--- config.mk ---
export PLATFORM = sky130hd
export DESIGN_NAME = store_monitor
export DESIGN_NICKNAME = d
export VERILOG_FILES = /design/src/rtl/store_monitor.sv
export SDC_FILE = /design/constraint.sdc
export NUM_CORES = 1
export LEC_CHECK = 0
export ABC_AREA = 1
export BUFFER_PORTS_ARGS = -buffer_cell sky130_fd_sc_hd__buf_4
export CAP_MARGIN = 20
export CORE_ASPECT_RATIO = 1.2
export CORE_UTILIZATION = 51
export DETAILED_ROUTE_END_ITERATION = 6
export GPL_TIMING_DRIVEN = 0
export PLACE_DENSITY = 0.77
export SLEW_MARGIN = 25
export SYNTH_ARGS = -nofsm -noshare
export SYNTH_HDL_FRONTEND = slang
export SYNTH_SLANG_ARGS = --single-unit
--- constraint.sdc ---
create_clock -name clk -period 11.75 [get_ports clk]
set_input_delay 1.7625 -clock clk [delete_from_list [all_inputs] [get_ports clk]]
set_output_delay 1.7625 -clock clk [all_outputs]
set_load 0.02 [all_outputs]
--- src/rtl/store_monitor.sv ---
// Watches processor data-memory stores, decides PASS/FAIL/TOUT for a test run,
// and keeps a first-word-fall-through log of every store seen while running.
module store_monitor #(
    parameter logic [31:0] PASS_ADR  = 32'd84,
    parameter logic [31:0] PASS_DATA = 32'd7,
    parameter logic [31:0] ALLOW_ADR = 32'd80,
    parameter int unsigned TIMEOUT   = 1000,
    parameter int          DEPTH     = 8
) (
    input  logic        clk,
    input  logic        reset,
    input  logic        memwrite,
    input  logic [31:0] dataadr,
    input  logic [31:0] writedata,
    input  logic        pop,
    output logic        log_valid,
    output logic [31:0] log_adr,
    output logic [31:0] log_data,
    output logic [4:0]  log_count,
    output logic        overflow,
    output logic        done,
    output logic        pass,
    output logic        fail,
    output logic        timeout,
    output logic [31:0] cycles
);

    localparam int          AW        = $clog2(DEPTH);
    localparam logic [4:0]  DEPTH_C   = 5'(DEPTH);
    localparam logic [31:0] TOUT_LAST = 32'(TIMEOUT - 1);

    typedef enum logic [1:0] {S_RUN, S_PASS, S_FAIL, S_TOUT} state_t;

    state_t      state_q, state_d;
    logic [31:0] cycles_q, cycles_d;
    logic        done_q, pass_q, fail_q, tout_q;

    // A deciding store beats the timeout; cycles only advances while staying in RUN.
    always_comb begin
        state_d  = state_q;
        cycles_d = cycles_q;
        if (state_q == S_RUN) begin
            if (memwrite && dataadr == PASS_ADR && writedata == PASS_DATA)
                state_d = S_PASS;
            else if (memwrite && dataadr != ALLOW_ADR)
                state_d = S_FAIL;
            else if (cycles_q == TOUT_LAST)
                state_d = S_TOUT;
            else
                cycles_d = cycles_q + 32'd1;
        end
    end

    always_ff @(posedge clk) begin
        if (reset) begin
            state_q  <= S_RUN;
            cycles_q <= '0;
            done_q   <= 1'b0;
            pass_q   <= 1'b0;
            fail_q   <= 1'b0;
            tout_q   <= 1'b0;
        end else begin
            state_q  <= state_d;
            cycles_q <= cycles_d;
            done_q   <= (state_d != S_RUN);
            pass_q   <= (state_d == S_PASS);
            fail_q   <= (state_d == S_FAIL);
            tout_q   <= (state_d == S_TOUT);
        end
    end

    logic [63:0]   mem [DEPTH];
    logic [AW-1:0] wr_ptr_q, rd_ptr_q;
    logic [4:0]    count_q, count_d;
    logic          ovf_q, ovf_d;
    logic          push, pop_ok, full, wr_en;

    assign push   = memwrite && (state_q == S_RUN);
    assign pop_ok = pop && (count_q != 5'd0);
    assign full   = (count_q == DEPTH_C);
    // When full, a simultaneous pop frees the slot the write lands in.
    assign wr_en  = push && (!full || pop_ok);

    always_comb begin
        count_d = count_q;
        ovf_d   = ovf_q;
        if (wr_en && !pop_ok)
            count_d = count_q + 5'd1;
        else if (!wr_en && pop_ok)
            count_d = count_q - 5'd1;
        if (push && !wr_en)
            ovf_d = 1'b1;
    end

    always_ff @(posedge clk) begin
        if (wr_en)
            mem[wr_ptr_q] <= {dataadr, writedata};
    end

    always_ff @(posedge clk) begin
        if (reset) begin
            wr_ptr_q <= '0;
            rd_ptr_q <= '0;
            count_q  <= '0;
            ovf_q    <= 1'b0;
        end else begin
            if (wr_en)
                wr_ptr_q <= wr_ptr_q + AW'(1);
            if (pop_ok)
                rd_ptr_q <= rd_ptr_q + AW'(1);
            count_q <= count_d;
            ovf_q   <= ovf_d;
        end
    end

    assign log_valid = (count_q != 5'd0);
    assign log_adr   = mem[rd_ptr_q][63:32];
    assign log_data  = mem[rd_ptr_q][31:0];
    assign log_count = count_q;
    assign overflow  = ovf_q;
    assign done      = done_q;
    assign pass      = pass_q;
    assign fail      = fail_q;
    assign timeout   = tout_q;
    assign cycles    = cycles_q;

endmodule

==> summary.txt, run 1 <==
Clock tree
  – Buffers inserted by post-CTS timing repair: 0
  – TritonCTS clock tree: built
  – Clk root buf: clkbuf_16
  – Post-CTS Hold Fix Bufs: 0
  – # resized after CTS: 0
  – CTS clk-pin slew, worst paths: around 0.060 ns
  – Latest clock arrival within the worst-skew pair: 0.59 ns
  – Clock H-tree levels: 2
  – Buffers from clock root to sink, at most: 3
  – CTS buffer count: 54
  – TritonCTS sink count: approximately 570

Yosys
  – Syn_area_per_cell: around 11 um2
  – Synth Register Bits: about 570
  – Share of the synthesized area in the top cell type: 0.673
  – Nets in the synthesized netlist: slightly above 2000
  – Syn Std Cell Area: between 0.02 and 0.025 mm2
  – Cell type with the highest aggregate area in the netlist: edfxtp_1
  – Most area-consuming cells after synthesis: edfxtp_1, nor2_1, o21ai_0, dfxtp_1, nand2_1
  – Synthesized instance count: 2001
  – Synthesis Warnings: 0
  – Sequential element share of the synthesized area: 0.719
  – Number of library cell types mapped by synthesis: 33

Setup path
  – CP startpoint kind: flip-flop
  – Crit Path Category: reg2out
  – Worst Path Arrival: ~3.1 ns
  – Required time at the endpoint of the critical path: 9.99 ns
  – Crit-path max FO: 10
  – Register-to-Register Path Depth: 11
  – Critical Path End Type: primary output

Final layout
  – Ratio of cells with drive above 1 in the final layout: 0.149
  – Final core utilization: 0.619
  – Most common cell after layout, fill and taps aside: nor2_1
  – Commonest cells after routing, fill and taps aside: nor2_1, edfxtp_1, o21ai_0
  – Area growth, synth to finish: 19.3%
  – Total Nets Final: 2344
  – Layout Cells excl Fill: between 2000 and 3000

Timing
  – Fmax achieved: between 200 and 250 MHz
  – Worst Clk Skew: roughly 0.023 ns
  – Tightest Pin Transition: 0.780 ns
  – Total Negative Setup Slacks: 0 ns
  – Slew HR: 0.480
  – Final Max Tran Viols: 0
  – Crit path time final: around 5 ns
  – RSZ-0062 raised after global routing: false
  – Final setup vio count: 0
  – Fin. Hold Viols: 0
  – Share of the clock period used by the worst path after layout: 0.416

Power
  – Peak supply drop: about 170 uV
  – Total power per unit cell area: approximately 200 mW/mm2
  – Leak pwr: ~9.7 nW

Hold path
  – Worst hold path type: reg2reg
  – Hold Path Cell Cnt: 2

Global routing
  – Largest net degree at the start of global routing: 24
  – Final global-route overflow total: 0
  – Antenna violations before repair: 3
  – Tot GR Track Use: 0.258
  – Number of global-route vias before repair: roughly 16000
  – First-pass GRT wire length: roughly 90 mm

Detailed routing
  – Total DRC errors in the routed layout: 0
  – Antenna viol nets, final: 0
  – Routed vias: between 15000 and 20000
  – Vias per std cell: 5.77
  – Drt pass-1 iters: 5
  – Detailed Route WL: 59.7 mm
  – Number of DRC markers after the initial detailed-route iteration: around 1700
  – Routed WL per cell: 20.8 um

Placement
  – Routability cong.: around 0.9
  – Detail Placement HPWL: 39.9 mm
  – Number of port buffers: 174
  – Cell count after placement: 2771

Status
  – Run status: completed

Die
  – Die width: approximately 200 um
  – Row count: 84
  – I/O Pins: 175
  – Area of the placeable core: approximately 0.044 mm2
  – Die area: around 0.046 mm2
  – Vertical die dimension: about 230 um
  – Initial standard-cell utilization of the core: 0.519

Job
  – Maximum capacitance violations: 0
-- registers in the layout (all words and copies together) (netlist names), named ones only --
register / cells
rd_ptr_q: 3
cycles: 32
timeout: 1
done: 1
overflow: 1
state_q: 2
fail: 1
pass: 1
wr_ptr_q: 3
mem: 512
log_count: 5
-- through the flow --
step	cell area, um2	hold WS (ns)	power (W)	setup slack, ns
after detailed placement	25500	0.470	0.00380	7.30
after global placement	24900	0.450	0.00374	0.857
after floorplan	22900	0.433	0.00319	4.59
after global routing	27300	0.515	0.00570	6.75
final	27300	0.493	0.00549	6.86
after CTS	27300	0.491	0.00550	6.84
-- power breakdown --
group | leakage [nW] | internal (W) | switching (W) | total (W)
sequential | 5.07 | 0.00227 | 0.0000311 | 0.00230
combinational | 3.77 | 0.000495 | 0.000983 | 0.00148
clock | 0.854 | 0.000991 | 0.000725 | 0.00172
total | 9.69 | 0.00375 | 0.00174 | 0.00549
-- cells by family after synthesis --
logic type | synth area share
XOR/XNOR | 0.00153
adder cells (fa/ha/maj) | 0.00471
buffers and inverters | 0.0314
AO/OA/AOI/OAI | 0.101
flip-flops | 0.719
AND/OR/NAND/NOR | 0.142
-- synthesized netlist by cell type, drive strengths merged --
cell type,n
a21o,2
a21oi,32
a31oi,65
and3,1
buf,41
clkbuf,68
dfxtp,53
edfxtp,512
fa,1
ha,7
inv,65
nand2,134
nand3,45
nand4,7
nor2,623
nor3,10
nor4,1
o21ai,265
o22ai,64
or2,1
xnor2,1
xor2,3
-- cell type report --
| type | count | area [um2] |
|---|---|---|
| clock buffers | 78 | 1530 |
| clock inverters | 20 | 216 |
| inverters | 65 | 244 |
| fillers | 3232 | 16800 |
| multi-input cells | 1262 | 5760 |
| well taps | 559 | 699 |
| plain buffers | 109 | 474 |
| repair buffers | 211 | 1910 |
| diodes | 1 | 2.50 |
| flip-flops and latches | 565 | 16400 |
-- routing by layer --
metal  routed length (um)  part of all wire  global-route usage  up-vias
met1                22800              0.38               0.323     7954
met5                   26           0.00044                   0        -
met3                 5350             0.090              0.0524      141
met4                 2130             0.036               0.111        4
li1                     -                 -                   -     7608
met2                29400              0.49               0.438      861
-- worst max-delay path, cell delays in order, from the launching register on --
cell and delay [ns]:
dfxtp_1 0.34, clkbuf_1 0.60, clkbuf_1 0.46, o21ai_0 0.25, o22ai_1 0.29, nor2_1 0.10
a31oi_1 0.29, buf_4 0.20
-- final timing paths --
path	startpoint	to	slack, ns
setup / recovery	flip-flop	log_adr[14]	6.86
hold / removal	overflow$_SDFFE_PP0P_	overflow$_SDFFE_PP0P_	0.49
setup reg to reg	log_count[0]$_SDFFE_PP0P_	mem[4][27]$_DFFE_PP_	8.66
hold reg to reg	overflow$_SDFFE_PP0P_	overflow$_SDFFE_PP0P_	0.49
No activity file was read; power rests on OpenSTA's default activity.
==> run 2: changes to the inputs <==
clock period = 5 ns   (was 11.75 ns; I/O delays follow)
==> run 2 against run 1 <==
Routed wire length is 0.87% lower. Sequential share of layout area is 0.058 points lower. Global-route usage is 0.14 points lower. Final area is essentially flat. Cell count decreased by 0.31%. Non-clock buffer count is 8 lower. Clock-buffer cell count shrank 4. Sequential power grew 130%. Critical endpoint is now log_adr[3]. Largest cell class unchanged. Highest routed layer is now met4.
==> summary.txt, run 2 (synthesized netlist as in run 1, its figures left out) <==
Status
  – Run status: completed

Final layout
  – Area growth, synth to finish: 19.4% (about the same)
  – Total Nets Final: 2335 (-0.38%)
  – Most common cell after layout, fill and taps aside: nor2_1
  – Register bank with the most flops: mem
  – Max reg flops: 512 (unchanged)
  – Ratio of cells with drive above 1 in the final layout: 0.148 (-0.00159)
  – Layout Cells excl Fill: 2861 (-0.31%)
  – Commonest cells after routing, fill and taps aside: nor2_1, edfxtp_1, o21ai_0

Global routing
  – Antenna violations before repair: 1 (-2)
  – First-pass GRT wire length: 89.6 mm (-0.75%)
  – Largest net degree at the start of global routing: 23 (-4.2%)
  – Final global-route overflow total: 0 (unchanged)
  – Tot GR Track Use: 0.256 (-0.00142)
  – Number of global-route vias before repair: 15973 (-1.6%)

Die
  – Initial standard-cell utilization of the core: 0.519 (unchanged)
  – Vertical die dimension: 234 um (unchanged)
  – Row count: 84 (unchanged)
  – Area of the placeable core: 0.0440 mm2 (unchanged)
  – Die width: 195 um (unchanged)
  – I/O Pins: 175 (unchanged)
  – Die area: 0.0457 mm2 (unchanged)

Clock tree
  – Buffers inserted by post-CTS timing repair: 0 (unchanged)
  – Latest clock arrival within the worst-skew pair: 0.58 ns (about the same)
  – Clk root buf: clkbuf_16
  – Post-CTS Hold Fix Bufs: 0 (unchanged)
  – CTS clk-pin slew, worst paths: 0.06 ns (about the same)
  – Buffers from clock root to sink, at most: 3 (unchanged)
  – Clock H-tree levels: 2 (unchanged)
  – # resized after CTS: 0 (unchanged)
  – CTS buffer count: 53 (-1.9%)
  – TritonCTS sink count: 565 (unchanged)
  – TritonCTS clock tree: built

Timing
  – Tightest Pin Transition: 0.827 ns (+0.0470 ns)
  – Total Negative Setup Slacks: 0 ns (unchanged)
  – Fmax achieved: 246 MHz
  – Crit path time final: slightly above 4 ns
  – Final setup vio count: 0 (unchanged)
  – RSZ-0062 raised after global routing: false
  – Share of the clock period used by the worst path after layout: 0.814
  – Fin. Hold Viols: 0 (unchanged)
  – Worst Clk Skew: 0.0279 ns (+0.00533 ns)
  – Final Max Tran Viols: 0 (unchanged)
  – Slew HR: 0.447 (-0.0331)

Job
  – Maximum capacitance violations: 0 (unchanged)

Setup path
  – Worst Path Arrival: 3.32 ns (+0.19 ns)
  – Critical Path End Type: primary output
  – Crit-path max FO: 10 (unchanged)
  – Required time at the endpoint of the critical path: 4.25 ns (-5.74 ns)
  – CP startpoint kind: flip-flop
  – Crit Path Category: reg2out

Detailed routing
  – Highest metal layer with signal wires: met4
  – Drt pass-1 iters: 5 (unchanged)
  – Routed WL per cell: 20.7 um (-0.56%)
  – Vias per std cell: 5.75 (-0.40%)
  – Met2 wire len: 29.3 mm (about the same)
  – Met3 WL: 5.46 mm (+2.0%)
  – Antenna viol nets, final: 0 (unchanged)
  – Wire length on met1: 22.3 mm (-2.3%)
  – Routed vias: 16450 (-0.71%)
  – Detailed Route WL: 59.1 mm (-0.87%)
  – Total DRC errors in the routed layout: 0 (unchanged)
  – Number of DRC markers after the initial detailed-route iteration: 1582 (-9.4%)

Power
  – Leak pwr: 9.67 nW (-0.17%)
  – Peak supply drop: 360 uV (+120%)
  – Total power per unit cell area: 472 mW/mm2 (+130%)

Placement
  – Number of port buffers: 174 (unchanged)
  – Routability cong.: 0.930 (+0.52%)
  – Detail Placement HPWL: 39.3 mm (-1.4%)
  – Cell count after placement: 2763 (-0.29%)

Hold path
  – Worst hold path type: in2reg
[run 2: cell types whose count changed in the layout (fill, tap and decap cells not counted), sizes merged]
| cell | delta |
|---|---|
| inv | +1 |
| buf | -8 |
| clkbuf | -4 |
| clkinv | +3 |
| bufinv | -1 |
[run 2: through the flow]
| step | cell area, um2 | setup slack (ns) | utilization | power, W | hold WS, ns |
|---|---|---|---|---|---|
| 2_1_floorplan | 22900 | 0.590 | - | 0.00751 | 0.433 |
| 3_3_place_gp | 24900 | -1.79 | 0.565 | 0.00878 | 0.450 |
| 3_5_place_dp | 25500 | 1.70 | 0.580 | 0.00893 | 0.472 |
| 4_1_cts | 27300 | 0.973 | 0.620 | 0.0129 | 0.366 |
| 5_1_grt | 27300 | 0.871 | 0.620 | 0.0134 | 0.389 |
| 6_report | 27300 | 0.929 | 0.620 | 0.0129 | 0.388 |
[run 2: final cells by class]
| cell class | instances | area [um2] |
|---|---|---|
| Fill cell | 3255 | 16700 |
| Sequential cell | 565 | 16400 |
| Multi-Input combinational cell | 1262 | 5770 |
| Timing Repair Buffer | 203 | 1910 |
| Clock buffer | 74 | 1540 |
| Tap cell | 559 | 699 |
| Buffer | 109 | 474 |
| Inverter | 65 | 244 |
| Clock inverter | 23 | 220 |
| Antenna cell | 1 | 2.50 |
[run 2: final timing paths]
kind,from,to,slack [ns],cells after the start
hold / removal,reset,log_count[4]$_SDFFE_PP0P_,0.39,2
setup / recovery,flip-flop,log_adr[3],0.93,8
setup reg to reg,log_count[0]$_SDFFE_PP0P_,mem[5][15]$_DFFE_PP_,2.29,9
hold reg to reg,wr_ptr_q[0]$_SDFFE_PP0P_,wr_ptr_q[0]$_SDFFE_PP0P_,0.49,2
[run 2: worst max-delay path: stages, from the launching register on]
cell and delay [ns]:
dfxtp_1 0.36, inv_1 0.08, clkbuf_1 0.60, clkbuf_1 0.47, o21ai_0 0.22, o22ai_1 0.21, nor2_1 0.09, a31oi_1 0.45
buf_4 0.24
[run 2: per-layer routing]
layer	GRT usage	up-vias
met4	0.102	0
met5	0	-
met2	0.439	840
li1	-	7591
met1	0.325	7880
met3	0.0467	139
[run 2: report_power, final]
| part | internal (W) | leakage, nW | switching, W | total (W) |
|---|---|---|---|---|
| sequential | 0.00533 | 5.07 | 0.0000762 | 0.00540 |
| combinational | 0.00116 | 3.74 | 0.00230 | 0.00347 |
| clock | 0.00231 | 0.862 | 0.00171 | 0.00402 |
